<file path="src/rtl/axi_rm_pkg.sv">
// rtl/axi_rm_pkg.sv - shared types and AXI encodings for the AXI read master
package axi_rm_pkg;

    typedef enum logic [1:0] {
        ST_IDLE,
        ST_AR,
        ST_R,
        ST_DRAIN
    } rm_state_t;

    localparam logic [1:0] RESP_OKAY   = 2'b00;
    localparam logic [1:0] RESP_EXOKAY = 2'b01;
    localparam logic [1:0] RESP_SLVERR = 2'b10;
    localparam logic [1:0] RESP_DECERR = 2'b11;

    localparam logic [1:0] BURST_INCR = 2'b01;
    localparam logic [2:0] SIZE_4B    = 3'b010;

    typedef struct packed {
        logic [31:0] data;
        logic        last;
        logic        err;
    } rm_beat_t;

endpackage

</file>
<file path="src/rtl/axi_read_master_if.sv">
// rtl/axi_read_master_if.sv - core request/response port plus AXI AR/R channel bundle
interface axi_read_master_if;

    logic        req_valid;
    logic        req_ready;
    logic [31:0] req_addr;
    logic [3:0]  req_len;

    logic        resp_valid;
    logic        resp_ready;
    logic [31:0] resp_data;
    logic        resp_last;
    logic        resp_err;

    logic [3:0]  ARID;
    logic [31:0] ARADDR;
    logic [3:0]  ARLEN;
    logic [2:0]  ARSIZE;
    logic [1:0]  ARBURST;
    logic        ARVALID;
    logic        ARREADY;

    logic [3:0]  RID;
    logic [31:0] RDATA;
    logic [1:0]  RRESP;
    logic        RLAST;
    logic        RVALID;
    logic        RREADY;

    modport master (
        input  req_valid, req_addr, req_len, resp_ready,
        input  ARREADY, RID, RDATA, RRESP, RLAST, RVALID,
        output req_ready, resp_valid, resp_data, resp_last, resp_err,
        output ARID, ARADDR, ARLEN, ARSIZE, ARBURST, ARVALID, RREADY
    );

    modport slave (
        output req_valid, req_addr, req_len, resp_ready,
        output ARREADY, RID, RDATA, RRESP, RLAST, RVALID,
        input  req_ready, resp_valid, resp_data, resp_last, resp_err,
        input  ARID, ARADDR, ARLEN, ARSIZE, ARBURST, ARVALID, RREADY
    );

endinterface

</file>
<file path="src/rtl/axi_rm_fifo.sv">
// rtl/axi_rm_fifo.sv - synchronous FIFO of returned read beats
module axi_rm_fifo
    import axi_rm_pkg::*;
#(
    parameter int DEPTH = 2
) (
    input  logic     clk,
    input  logic     resetn,
    input  logic     wr_en,
    input  rm_beat_t wr_data,
    input  logic     rd_en,
    output rm_beat_t rd_data,
    output logic     full,
    output logic     empty
);

    localparam int AW = $clog2(DEPTH);

    rm_beat_t       mem [DEPTH];
    logic [AW-1:0]  wr_ptr;
    logic [AW-1:0]  rd_ptr;
    logic [AW:0]    count;
    logic           do_wr;
    logic           do_rd;

    assign full    = (count == (AW+1)'(DEPTH));
    assign empty   = (count == '0);
    assign rd_data = mem[rd_ptr];
    assign do_rd   = rd_en && !empty;
    // A pop frees the head slot this same cycle, so a write into a full FIFO still lands.
    assign do_wr   = wr_en && (!full || do_rd);

    always_ff @(posedge clk) begin
        if (!resetn) begin
            wr_ptr <= '0;
            rd_ptr <= '0;
            count  <= '0;
            for (int i = 0; i < DEPTH; i++) begin
                mem[i] <= '0;
            end
        end else begin
            if (do_wr) begin
                mem[wr_ptr] <= wr_data;
                wr_ptr      <= wr_ptr + 1'b1;
            end
            if (do_rd) begin
                rd_ptr <= rd_ptr + 1'b1;
            end
            count <= count + (AW+1)'(do_wr) - (AW+1)'(do_rd);
        end
    end

endmodule

</file>
<file path="src/rtl/axi_read_master.sv">
// rtl/axi_read_master.sv - single-outstanding AXI4 INCR read master; AXI_RM_TIMEOUT_EN adds R timeout/DRAIN
module axi_read_master
    import axi_rm_pkg::*;
#(
    parameter logic [3:0] MST_ID         = 4'd0,
    parameter int         FIFO_DEPTH     = 2,
    parameter int         TIMEOUT_CYCLES = 255
) (
    input  logic               ACLK,
    input  logic               ARESETn,
    axi_read_master_if.master  bus
);

    if (FIFO_DEPTH < 2 || TIMEOUT_CYCLES < 1) begin : g_bad_cfg
        $error("axi_read_master: FIFO_DEPTH must be >= 2 and TIMEOUT_CYCLES >= 1");
    end

    rm_state_t   state;
    logic [31:0] ar_addr;
    logic [3:0]  ar_len;
    logic        ar_valid;
    logic        req_rdy;
    logic [3:0]  beat_cnt;
    logic        overrun;
    logic [31:0] data_hold;

    logic        fifo_full;
    logic        fifo_empty;
    logic        fifo_wr;
    logic        fifo_rd;
    rm_beat_t    fifo_in;
    rm_beat_t    fifo_head;

    logic        r_ready;
    logic        r_hs;
    logic        beat_err;
    logic        tmo_fire;

    assign r_ready = (state == ST_R && !fifo_full) || (state == ST_DRAIN);
    assign r_hs    = bus.RVALID && r_ready;

    // overrun stays set once a non-last beat arrived at the final index, so every later beat is flagged.
    assign beat_err = (bus.RRESP != RESP_OKAY) || (bus.RID != MST_ID) || overrun ||
                      (bus.RLAST ? (beat_cnt != ar_len) : (beat_cnt == ar_len));

`ifdef AXI_RM_TIMEOUT_EN
    localparam int TMO_W = (TIMEOUT_CYCLES > 255) ? $clog2(TIMEOUT_CYCLES + 1) : 9;
    logic [TMO_W-1:0] tmo_cnt;
    assign tmo_fire = (state == ST_R) && r_ready && !r_hs &&
                      (tmo_cnt == TMO_W'(TIMEOUT_CYCLES - 1));
`else
    assign tmo_fire = 1'b0;
`endif

    assign fifo_wr = ((state == ST_R) && r_hs) || tmo_fire;
    assign fifo_in = tmo_fire ? {32'h0, 1'b1, 1'b1} : {bus.RDATA, bus.RLAST, beat_err};
    assign fifo_rd = bus.resp_ready;

    axi_rm_fifo #(.DEPTH(FIFO_DEPTH)) u_fifo (
        .clk     (ACLK),
        .resetn  (ARESETn),
        .wr_en   (fifo_wr),
        .wr_data (fifo_in),
        .rd_en   (fifo_rd),
        .rd_data (fifo_head),
        .full    (fifo_full),
        .empty   (fifo_empty)
    );

    assign bus.req_ready  = req_rdy;
    assign bus.ARVALID    = ar_valid;
    assign bus.ARADDR     = ar_addr;
    assign bus.ARLEN      = ar_len;
    assign bus.ARID       = MST_ID;
    assign bus.ARSIZE     = SIZE_4B;
    assign bus.ARBURST    = BURST_INCR;
    assign bus.RREADY     = r_ready;
    assign bus.resp_valid = !fifo_empty;
    assign bus.resp_data  = fifo_empty ? data_hold : fifo_head.data;
    assign bus.resp_last  = !fifo_empty && fifo_head.last;
    assign bus.resp_err   = !fifo_empty && fifo_head.err;

    always_ff @(posedge ACLK) begin
        if (!ARESETn) begin
            state     <= ST_IDLE;
            ar_addr   <= '0;
            ar_len    <= '0;
            ar_valid  <= 1'b0;
            req_rdy   <= 1'b0;
            beat_cnt  <= '0;
            overrun   <= 1'b0;
            data_hold <= '0;
`ifdef AXI_RM_TIMEOUT_EN
            tmo_cnt   <= '0;
`endif
        end else begin
            if (bus.resp_ready && !fifo_empty) begin
                data_hold <= fifo_head.data;
            end
            case (state)
                ST_IDLE: begin
                    if (req_rdy && bus.req_valid) begin
                        ar_addr  <= bus.req_addr & ~32'h3;
                        ar_len   <= bus.req_len;
                        ar_valid <= 1'b1;
                        req_rdy  <= 1'b0;
                        state    <= ST_AR;
                    end else begin
                        req_rdy <= 1'b1;
                    end
                end
                ST_AR: begin
                    if (bus.ARREADY) begin
                        ar_valid <= 1'b0;
                        beat_cnt <= '0;
                        overrun  <= 1'b0;
                        state    <= ST_R;
`ifdef AXI_RM_TIMEOUT_EN
                        tmo_cnt  <= '0;
`endif
                    end
                end
                ST_R: begin
                    if (r_hs) begin
                        if (beat_cnt != 4'hF) begin
                            beat_cnt <= beat_cnt + 4'd1;
                        end
                        if (!bus.RLAST && beat_cnt == ar_len) begin
                            overrun <= 1'b1;
                        end
                        if (bus.RLAST) begin
                            state   <= ST_IDLE;
                            req_rdy <= 1'b1;
                        end
                    end
`ifdef AXI_RM_TIMEOUT_EN
                    if (r_hs) begin
                        tmo_cnt <= '0;
                    end else if (tmo_fire) begin
                        tmo_cnt <= '0;
                        state   <= ST_DRAIN;
                    end else if (r_ready) begin
                        tmo_cnt <= tmo_cnt + TMO_W'(1);
                    end
`endif
                end
`ifdef AXI_RM_TIMEOUT_EN
                ST_DRAIN: begin
                    if (r_hs && bus.RLAST) begin
                        state   <= ST_IDLE;
                        req_rdy <= 1'b1;
                    end
                end
`endif
                default: begin
                    state <= ST_IDLE;
                end
            endcase
        end
    end

endmodule
</file>
<file path="src/flat_wrapper.sv">
// flat-port wrapper written by rule: the top's interface ports become plain ports
module axi_read_master_flat import axi_rm_pkg::*;
#(
    parameter logic [3:0] MST_ID         = 4'd0,
    parameter int         FIFO_DEPTH     = 2,
    parameter int         TIMEOUT_CYCLES = 255
)
  (ACLK, ARESETn, bus_req_valid, bus_req_addr, bus_req_len, bus_resp_ready, bus_ARREADY, bus_RID, bus_RDATA, bus_RRESP, bus_RLAST, bus_RVALID, bus_req_ready, bus_resp_valid, bus_resp_data, bus_resp_last, bus_resp_err, bus_ARID, bus_ARADDR, bus_ARLEN, bus_ARSIZE, bus_ARBURST, bus_ARVALID, bus_RREADY);
  axi_read_master_if bus_i ();
  input  logic ACLK;
  input  logic ARESETn;
  input wire logic [$bits(bus_i.req_valid)-1:0] bus_req_valid;
  input wire logic [$bits(bus_i.req_addr)-1:0] bus_req_addr;
  input wire logic [$bits(bus_i.req_len)-1:0] bus_req_len;
  input wire logic [$bits(bus_i.resp_ready)-1:0] bus_resp_ready;
  input wire logic [$bits(bus_i.ARREADY)-1:0] bus_ARREADY;
  input wire logic [$bits(bus_i.RID)-1:0] bus_RID;
  input wire logic [$bits(bus_i.RDATA)-1:0] bus_RDATA;
  input wire logic [$bits(bus_i.RRESP)-1:0] bus_RRESP;
  input wire logic [$bits(bus_i.RLAST)-1:0] bus_RLAST;
  input wire logic [$bits(bus_i.RVALID)-1:0] bus_RVALID;
  output wire logic [$bits(bus_i.req_ready)-1:0] bus_req_ready;
  output wire logic [$bits(bus_i.resp_valid)-1:0] bus_resp_valid;
  output wire logic [$bits(bus_i.resp_data)-1:0] bus_resp_data;
  output wire logic [$bits(bus_i.resp_last)-1:0] bus_resp_last;
  output wire logic [$bits(bus_i.resp_err)-1:0] bus_resp_err;
  output wire logic [$bits(bus_i.ARID)-1:0] bus_ARID;
  output wire logic [$bits(bus_i.ARADDR)-1:0] bus_ARADDR;
  output wire logic [$bits(bus_i.ARLEN)-1:0] bus_ARLEN;
  output wire logic [$bits(bus_i.ARSIZE)-1:0] bus_ARSIZE;
  output wire logic [$bits(bus_i.ARBURST)-1:0] bus_ARBURST;
  output wire logic [$bits(bus_i.ARVALID)-1:0] bus_ARVALID;
  output wire logic [$bits(bus_i.RREADY)-1:0] bus_RREADY;
  assign bus_i.req_valid = bus_req_valid;
  assign bus_i.req_addr = bus_req_addr;
  assign bus_i.req_len = bus_req_len;
  assign bus_i.resp_ready = bus_resp_ready;
  assign bus_i.ARREADY = bus_ARREADY;
  assign bus_i.RID = bus_RID;
  assign bus_i.RDATA = bus_RDATA;
  assign bus_i.RRESP = bus_RRESP;
  assign bus_i.RLAST = bus_RLAST;
  assign bus_i.RVALID = bus_RVALID;
  assign bus_req_ready = bus_i.req_ready;
  assign bus_resp_valid = bus_i.resp_valid;
  assign bus_resp_data = bus_i.resp_data;
  assign bus_resp_last = bus_i.resp_last;
  assign bus_resp_err = bus_i.resp_err;
  assign bus_ARID = bus_i.ARID;
  assign bus_ARADDR = bus_i.ARADDR;
  assign bus_ARLEN = bus_i.ARLEN;
  assign bus_ARSIZE = bus_i.ARSIZE;
  assign bus_ARBURST = bus_i.ARBURST;
  assign bus_ARVALID = bus_i.ARVALID;
  assign bus_RREADY = bus_i.RREADY;
  axi_read_master #(.MST_ID(MST_ID), .FIFO_DEPTH(FIFO_DEPTH), .TIMEOUT_CYCLES(TIMEOUT_CYCLES)) u_core (.ACLK(ACLK), .ARESETn(ARESETn), .bus(bus_i));
endmodule
</file>
<file path="config.mk">
export PLATFORM = sky130hd
export DESIGN_NAME = axi_read_master_flat
export DESIGN_NICKNAME = d
export VERILOG_FILES = /design/src/rtl/axi_rm_pkg.sv /design/src/rtl/axi_read_master_if.sv /design/src/rtl/axi_rm_fifo.sv /design/src/rtl/axi_read_master.sv /design/src/flat_wrapper.sv
export SDC_FILE = /design/constraint.sdc
export NUM_CORES = 1
export LEC_CHECK = 0
export ABC_AREA = 1
export CORE_MARGIN = 3
export CORE_UTILIZATION = 49
export CTS_CLUSTER_DIAMETER = 50
export DETAILED_ROUTE_END_ITERATION = 10
export PLACE_DENSITY = 0.8
export SETUP_SLACK_MARGIN = 0.15
export SYNTH_ARGS = -nofsm -noshare
export SYNTH_HDL_FRONTEND = slang
export SYNTH_SLANG_ARGS = --single-unit
</file>
<file path="constraint.sdc">
create_clock -name ACLK -period 4.3 [get_ports ACLK]
set_input_delay 1.075 -clock ACLK [delete_from_list [all_inputs] [get_ports ACLK]]
set_output_delay 1.075 -clock ACLK [all_outputs]
set_load 0.01 [all_outputs]
</file>
# --- Yosys cells after proc, flatten, opt, wreduce, memory -nomap -nowiden ---
# Memories as Yosys holds them, arrays and structs flattened. A register that Yosys moved wholly into a read port is not among the register bits.
# Index checks and enable logic that the tools add are counted.
classes:
  reduce_logical: 31
  addsub: 5
  mux: 30
  eq_ne: 13
op_table:
  columns: ["op", "count"]
  rows:
  - ["two-way mux 34 bit", 1]
  - ["OR reduction 34 bit", 1]
  - ["two-way mux 32 bit", 1]
  - ["two-way mux 1 bit", 16]
  - ["two-way mux 4 bit", 3]
  - ["AND reduction 4 bit", 3]
  - ["logical AND 1 bit", 9]
  - ["two-way mux 2 bit", 4]
  - ["inequality test 2 bit (second input constant)", 4]
  - ["one-hot mux 4 bit (2 select lines)", 1]
  - ["nonzero test 2 bit", 4]
  - ["== test 2 bit (second input constant)", 3]
  - ["one-hot mux 1 bit (2 select lines)", 3]
  - ["one-hot mux 2 bit (3 select lines)", 1]
  - ["AND reduction 3 bit", 2]
  - ["logical OR 1 bit", 5]
  - ["adder 4 x 1 -> 4 bit (second input constant)", 1]
  - ["== test 4 bit", 1]
  - ["logical NOT 2 bit", 2]
  - ["inequality test 2 x 1 -> 1 bit (second input constant)", 2]
  - ["inequality test 4 bit", 1]
  - ["inequality test 4 bit (second input constant)", 1]
  - ["nonzero test 4 bit", 1]
  - ["logical NOT 1 bit", 3]
  - ["5 further kinds", 6]
totals:
  ram_bits: 68
  mem_count: 1
  output_inout_bits: 83
  wordCells: 91
  ff_bits: 79
mem_list:
  columns: ["name", "depth", "word_bits", "rd", "rd_ports_with_merged_regs", "wr", "line_no", "rtl"]
  rows:
  - ["u_core.u_fifo.mem", 2, 34, 1, 1, 2, "axi_rm_fifo.sv:19", "rm_beat_t mem [DEPTH];"]

# --- Logic depth before layout (Yosys ltp) ---
# Gate-level depths: netlist of the first run.
logic_depth:
  ltp_word: 12
  ltp_mapped: 10
  mapped_depth_nobuf: 10

# --- Modules after synthesis ---
# A second synthesis of the first run with hierarchy kept.
unflattened:
  cells_unflattened: 718
  hier_area_um2: 6551.3
by_module_without_submodules:
  columns: ["module", "n_inst", "cells_each", "area_each_um2"]
  rows:
  - ["axi_rm_fifo", 1, 255, 3286.9]
  - ["axi_read_master", 1, 463, 3264.4]

# --- Worst setup path before layout of the first run ---
# No wires, ideal clock.
synth_timing:
  path_type: "in2reg"
  start: "in bus_RVALID"
  end: "mem u_core.u_fifo.mem[0][0] in the netlist's numbering, enable pin"
  setup_ps: 392
  path_stages: 5
  required_time_ps: 3908
  path_slack_ps: 1594
  arrival_time_ps: 2314
  cell_sequence: "nand3_2 -> nor2_1 -> nand2_2 -> buf_2 -> nand2_1"
synth_rtl:
  columns: ["item", "line_no", "rtl"]
  rows:
  - ["from (decl)", "flat_wrapper.sv:21", "input wire logic [$bits(bus_i.RVALID)-1:0] bus_RVALID;"]
  - ["to (decl)", "axi_rm_fifo.sv:19", null]

==> impl_results.md, run 1 <==
* Max-slew violation count at 0
* Initial DRC count at 318
* Vias in the first global route at 5004
* Register bit total from synthesis at 148
* Post-Route Setup TNS at 0 ns
* N_diodes at 0
* Clock Power Share at 42.0%
* Area Overhead vs Synth at 33.5%
* Max cap viols at 0
* Worst EP arrival at 2.69 ns
* CP Launch Type: register
* Reg2reg start: u_core.u_fifo.count[1]
* CTS Buffer Depth at 2
* Clk_skew at 0.00839 ns
* R2R depth at 10
* CTS tree: built
* # hold bufs at CTS at 0
* Yosys top cell area share at 32.1%
* Initial Util at 50.3%
* Site row count at 41
* Quantity of I/O buffers inserted on ports at 150
* Run status: completed
* Via count at 5299
* YS warnings at 0
* Switch Pwr at 0.795 mW
* Critical Path RT at 3.22 ns
* GR peak layer: met2
* CTS resizes at 0
* GR Util met2 at 33.8%
* Max IR drop VDD at 0.259 mV
* WL final at 14600 um
* Min-Delay Path Class: register to register
* Final hold violation count at 0
* # DRC at 0
* Critical Setup Path Class: register to output pin
* Pleak at 3.54 nW
* Post-CTS Setup Repair Bufs at 0
* Nets@finish at 988
* Netlist cell types at 32
* Top cells by count, synth: 160 x nand2_1, 143 x nor2_1, 99 x o21ai_0, 80 x dfxtp_1, 78 x inv_1
* Post-Syn Area at 6370 um^2
* Slew at the pin with the worst max-slew slack at 1.06 ns
* Gr usage total at 20.5%
* Async S/R FF share, synth at 0%
* Cell count after synthesis at 770
* P_int at 2.64 mW
* Top-count cell post-synth: nand2_1
* Syn Area/Cell at 8.27 um^2
* Sequential area share after synthesis at 57.2%
* Die ar. at 14400 um^2
* Worst-Skew Late Latency at 0.42 ns
* Cell area power density at 404 nW/um^2
* Worst setup EP type: output pin
* M1 GR Usage at 24.3%
* Routed wire per std cell at 13.4 um
* Gpl congestion at 0.857
* Root Driver: clkbuf_16
* Hold Slack at 0.445 ns
* Routed Antenna Nets at 0
* Crit path time final at 3.76 ns
* Final setup viols at 0
* Worst Setup EP: bus_resp_data[10]
* Sw frac at 23.1%
* Pin count of the biggest net entering global routing at 76
* Pre-Repair DR Iteration Count at 5
* Io pins at 164
* FF-to-FF End: u_core.u_fifo.count[1]
* H-tree Lvls at 4
* Period Utilization, post-route at 87.4%
* Pre-CTS setup slack at 0.963 ns
* RSZ-0062 raised after global routing: false
* Die H at 120 um
* Synth Flop Type: dfxtp_1
* Achievable frequency at 266 MHz
* Max_slew headroom at 28.8%
* Worst Slack Setup Final at 0.540 ns
* Gr ovfl total at 0
* CP max FO at 34
* Core Area at 12700 um^2
* Initial antenna violation count at 0
* First-pass GRT wire length at 23400 um
* Final std cell area, no fill at 8500 um^2
* Logic pwr share at 12.4%
* Die width at 120 um
* CTS Buf Count at 17
* Flop pwr share at 45.7%
* Synth area leader: edfxtp_1
* Ranking of synthesized cells by area: edfxtp_1 32%, dfxtp_1 25%, nand2_1 9.4%, nor2_1 8.4%, o21ai_0 7.8%
* Clk sinks at 148
* Share of cells above drive strength 1 at 5.79%
* Post-Place Cell Area at 7910 um^2
* GR Util met3 at 7.92%
* DP Wirelength at 9180 um
* Worst-path clk slew at 0.06 ns
* EDFF count, synth at 68
* Vias per cell at 4.87
* Reg-to-reg setup timing slack at 2.08 ns
[cell families (layout without fill, tap and decap cells)]
logic type                 count (synthesis)  in the layout  share of synthesized area (%)
and+or+nand+nor                          330            330                           20.4
xor gates and xnor gates                   3              3                          0.413
other                                      2             11                          0.118
DFF                                      148            148                           57.2
adders and majority gates                  4              4                          0.786
buffers and inverters                    136            273                           9.12
AOI/OAI and AO/OA                        147            147                           11.9
[power groups by stage]
stage	Clock, mW	Sequential (mW)	Combinational [mW]
2_1_floorplan	0	1.61	0.195
3_3_place_gp	0	1.60	0.421
3_5_place_dp	0	1.60	0.426
4_1_cts	1.46	1.57	0.430
5_1_grt	1.53	1.58	0.472
6_report	1.44	1.57	0.425
[state kept, by name (all words and copies together) (netlist names), 2 cells and up, named ones only]
name / flops
u_core.data_hold: 32
u_core.beat_cnt: 4
u_core.u_fifo.count: 2
u_core.state: 2
u_core.bus.ARADDR: 30
u_core.u_fifo.mem: 68
u_core.bus.ARLEN: 4
[routing by layer]
metal / part of all wire, % / vias up
met3: 9.8 / 29
met5: 0 / -
li1: - / 2698
met4: 2.0 / 0
met1: 41 / 2383
met2: 47 / 189
[critical path, cell delays in order, from the launching register on]
cell             delay [ns]
dfxtp_1                0.33
clkinv_1               0.82
nand2_1                0.27
nand2_1                0.12
nand2_1                0.09
o21ai_0                0.12
clkdlybuf4s50_1        0.52
[cells in the final DEF (no fill, tap or decap), types with 7 or more instances in the layout]
cell type | synthesis | layout
clkdlybuf4s50_1 | 0 | 149
nand3_1 | 10 | 10
o21ai_0 | 99 | 99
nand2_1 | 160 | 158
clkbuf_16 | 0 | 20
nor2_1 | 143 | 143
dfxtp_1 | 80 | 80
inv_1 | 78 | 78
conb_1 | 2 | 11
a21oi_1 | 44 | 44
edfxtp_1 | 68 | 68
buf_4 | 11 | 7
[area by class of cell]
class	count	area, um^2
Clock buffer	25	559
Clock inverter	7	37.5
Fill cell	1044	4170
Inverter	84	315
Multi-Input combinational cell	495	2180
Sequential cell	148	3640
Tap cell	172	215
Timing Repair Buffer	157	1550
[worst min-delay path by stage]
stage	to	cells past startpoint	start	slack, ns
final	u_core.data_hold[9]	2	u_core.data_hold[9]	0.44
after global routing	u_core.data_hold[16]	2	u_core.data_hold[16]	0.47
after CTS	u_core.data_hold[9]	2	u_core.data_hold[9]	0.45
after detailed placement	u_core.data_hold[6]	2	u_core.data_hold[6]	0.44
after global placement	u_core.data_hold[4]	2	u_core.data_hold[4]	0.43
after floorplan	u_core.data_hold[0]	2	u_core.data_hold[0]	0.42
[through the flow]
stage	std cells	utilization (%)	total power [mW]
detailed placement	1056	62.4	2.03
floorplan	779	-	1.80
CTS	1088	67.1	3.46
global route	1088	67.1	3.58
finish	1088	67.1	3.44
global placement	1056	62.4	2.02
Note: power is estimated with default switching activity, not from simulation.
==> run 2, diff against run 1 <==
--- a/config.mk
+++ b/config.mk
@@ -9,6 +9,7 @@
 export CORE_MARGIN = 3
 export CORE_UTILIZATION = 49
 export CTS_CLUSTER_DIAMETER = 50
+export CTS_CLUSTER_SIZE = 30
 export DETAILED_ROUTE_END_ITERATION = 10
 export PLACE_DENSITY = 0.8
 export SETUP_SLACK_MARGIN = 0.15
==> results of run 2 <==
The final DEF is identical to that of run 1; final timing and power are the same.
==> run 3, diff against run 2 <==
--- a/config.mk
+++ b/config.mk
@@ -11,7 +11,7 @@
 export CTS_CLUSTER_DIAMETER = 50
 export CTS_CLUSTER_SIZE = 30
 export DETAILED_ROUTE_END_ITERATION = 10
-export PLACE_DENSITY = 0.8
+export PLACE_DENSITY = 0.85
 export SETUP_SLACK_MARGIN = 0.15
 export SYNTH_ARGS = -nofsm -noshare
 export SYNTH_HDL_FRONTEND = slang
==> impl_results.md, run 3 (same netlist as run 1, synthesis figures left out) <==
* Run status: completed
* Cell area power density at 415 nW/um^2
* Crit path time final at 3.68 ns
* Max IR drop VDD at 0.363 mV
* FF-to-FF End: u_core.u_fifo.count[1]
* Initial Util at 50.3%
* Die width at 120 um
* # hold bufs at CTS at 0
* Register with the most flip-flops: u_core.u_fifo.mem
* CTS tree: built
* Worst-path clk slew at 0.06 ns
* Critical-path top delay cell: inv_2
* Gr ovfl total at 0
* Hold Startpoint: u_core.data_hold[6]
* Core Area at 12700 um^2
* Routed wire per std cell at 14.0 um
* Period Utilization, post-route at 85.6%
* Post-CTS Setup Repair Bufs at 0
* Critical-path cell list: nor2_2 -> inv_2 -> buf_4 -> nand2_1 -> o21ai_0 -> clkdlybuf4s50_1
* Delay-heaviest family, CP: buffers and inverters
* Max cap viols at 0
* Clk_skew at 0.00774 ns
* Worst-Skew Late Latency at 0.41 ns
* Area Overhead vs Synth at 34.0%
* Initial antenna violation count at 1
* R2R depth at 10
* CTS Buf Count at 17
* Cells after DPL at 1057
* Highest-count cells in the layout ignoring fill and taps: 158 x nand2_1, 149 x clkdlybuf4s50_1, 143 x nor2_1, 99 x o21ai_0, 80 x dfxtp_1
* Area of the multi-input gates at 2180 um^2
* Io pins at 164
* Most common cell after layout, fill and taps aside: nand2_1
* Final setup viols at 0
* Die ar. at 14400 um^2
* Worst setup EP type: output pin
* Min-Delay Path Class: register to register
* Post-Route Setup TNS at 0 ns
* Worst EP arrival at 2.61 ns
* Hold path depth at 2
* Util after Layout at 67.3%
* Final hold violation count at 0
* Nets@finish at 989
* Vias per cell at 5.00
* CP Launch Type: register
* WL final at 15200 um
* Reg-to-reg setup timing slack at 1.83 ns
* Crit path largest cell delay at 0.58 ns
* Quantity of I/O buffers inserted on ports at 150
* Share of cells above drive strength 1 at 5.89%
* Root Driver: clkbuf_16
* Pin count of the biggest net entering global routing at 63
* Site row count at 41
* # DRC at 0
* Max_slew headroom at 41.9%
* Via count at 5450
* H-tree Lvls at 4
* FILL cells at 1043
* Critical Path RT at 3.22 ns
* Gr usage total at 22.0%
* Vias in the first global route at 5345
* Clk sinks at 148
* Reg2reg start: u_core.u_fifo.count[1]
* Achievable frequency at 272 MHz
* Non-filler instance count after layout at 1089
* Slew at the pin with the worst max-slew slack at 0.868 ns
* Sequential cell area at 3640 um^2
* Pleak at 3.55 nW
* Max-slew violation count at 0
* CTS Buffer Depth at 2
* DP Wirelength at 9730 um
* Crit path buf inv count at 3
* Die H at 120 um
* N_diodes at 0
* First-pass GRT wire length at 25200 um
* Max FFs per register at 68
* Critical Setup Path Class: register to output pin
* Hold Path Sink: u_core.data_hold[6]
* Gpl congestion at 0.906
* CP max FO at 52
* Routed Antenna Nets at 0
* Initial DRC count at 324
* Pre-Repair DR Iteration Count at 5
* RSZ-0062 raised after global routing: false
* CTS resizes at 0
[run 3: power by group]
group	internal (mW)	switching (mW)	leakage [nW]
Clock	1.00	0.542	0.301
Sequential	1.54	0.0303	1.35
Combinational	0.208	0.222	1.90
[run 3: layout make-up]
| type | instances | area share (%) |
|---|---|---|
| flip-flops and latches | 148 | 42.7 |
| multi-input cells | 495 | 25.6 |
| repair buffers | 158 | 18.2 |
| clock buffers | 23 | 5.48 |
| inverters | 84 | 3.70 |
| well taps | 172 | 2.52 |
| clock inverters | 9 | 1.77 |
[run 3: worst min-delay path: cells and delay by family, from the launching register on]
| kind | cells | cell delay (ns) |
|---|---|---|
| compound gates | 1 | 0.05 |
| flops | 1 | 0.30 |
| buf+inv | 1 | 0.05 |
[run 3: worst max path at each step]
stage,slack (ns),end,from,cells after the start
final,0.62,bus_resp_data[21],u_core.u_fifo.count[1],6
after global routing,0.38,bus_resp_data[21],u_core.u_fifo.count[1],6
after CTS,0.62,bus_resp_data[12],u_core.u_fifo.count[1],6
after detailed placement,1.07,bus_resp_data[12],u_core.u_fifo.count[1],6
after global placement,1.10,bus_resp_data[12],u_core.u_fifo.count[1],6
after floorplan,1.59,u_core.u_fifo.mem[0][0],bus_RVALID,5
[run 3: per-layer routing]
metal	routed length, um	share of wire, %	GRT usage (%)	up-vias
met3	1490	9.8	9.61	34
met2	7320	48	36.7	207
met1	6050	40	24.8	2493
met5	9	0.059	0	-
met4	330	2.2	8.80	2
li1	-	-	-	2714
[run 3: stage by stage]
step                      instance area [um^2]  power, mW  worst slack, ns  hold WS [ns]
after floorplan                           6400       1.80             1.59         0.425
after CTS                                 8530       3.57            0.616         0.448
after global placement                    7910       2.02             1.10         0.433
final                                     8530       3.54            0.617         0.446
after detailed placement                  7910       2.03             1.07         0.439
after global routing                      8530       3.68            0.382         0.461
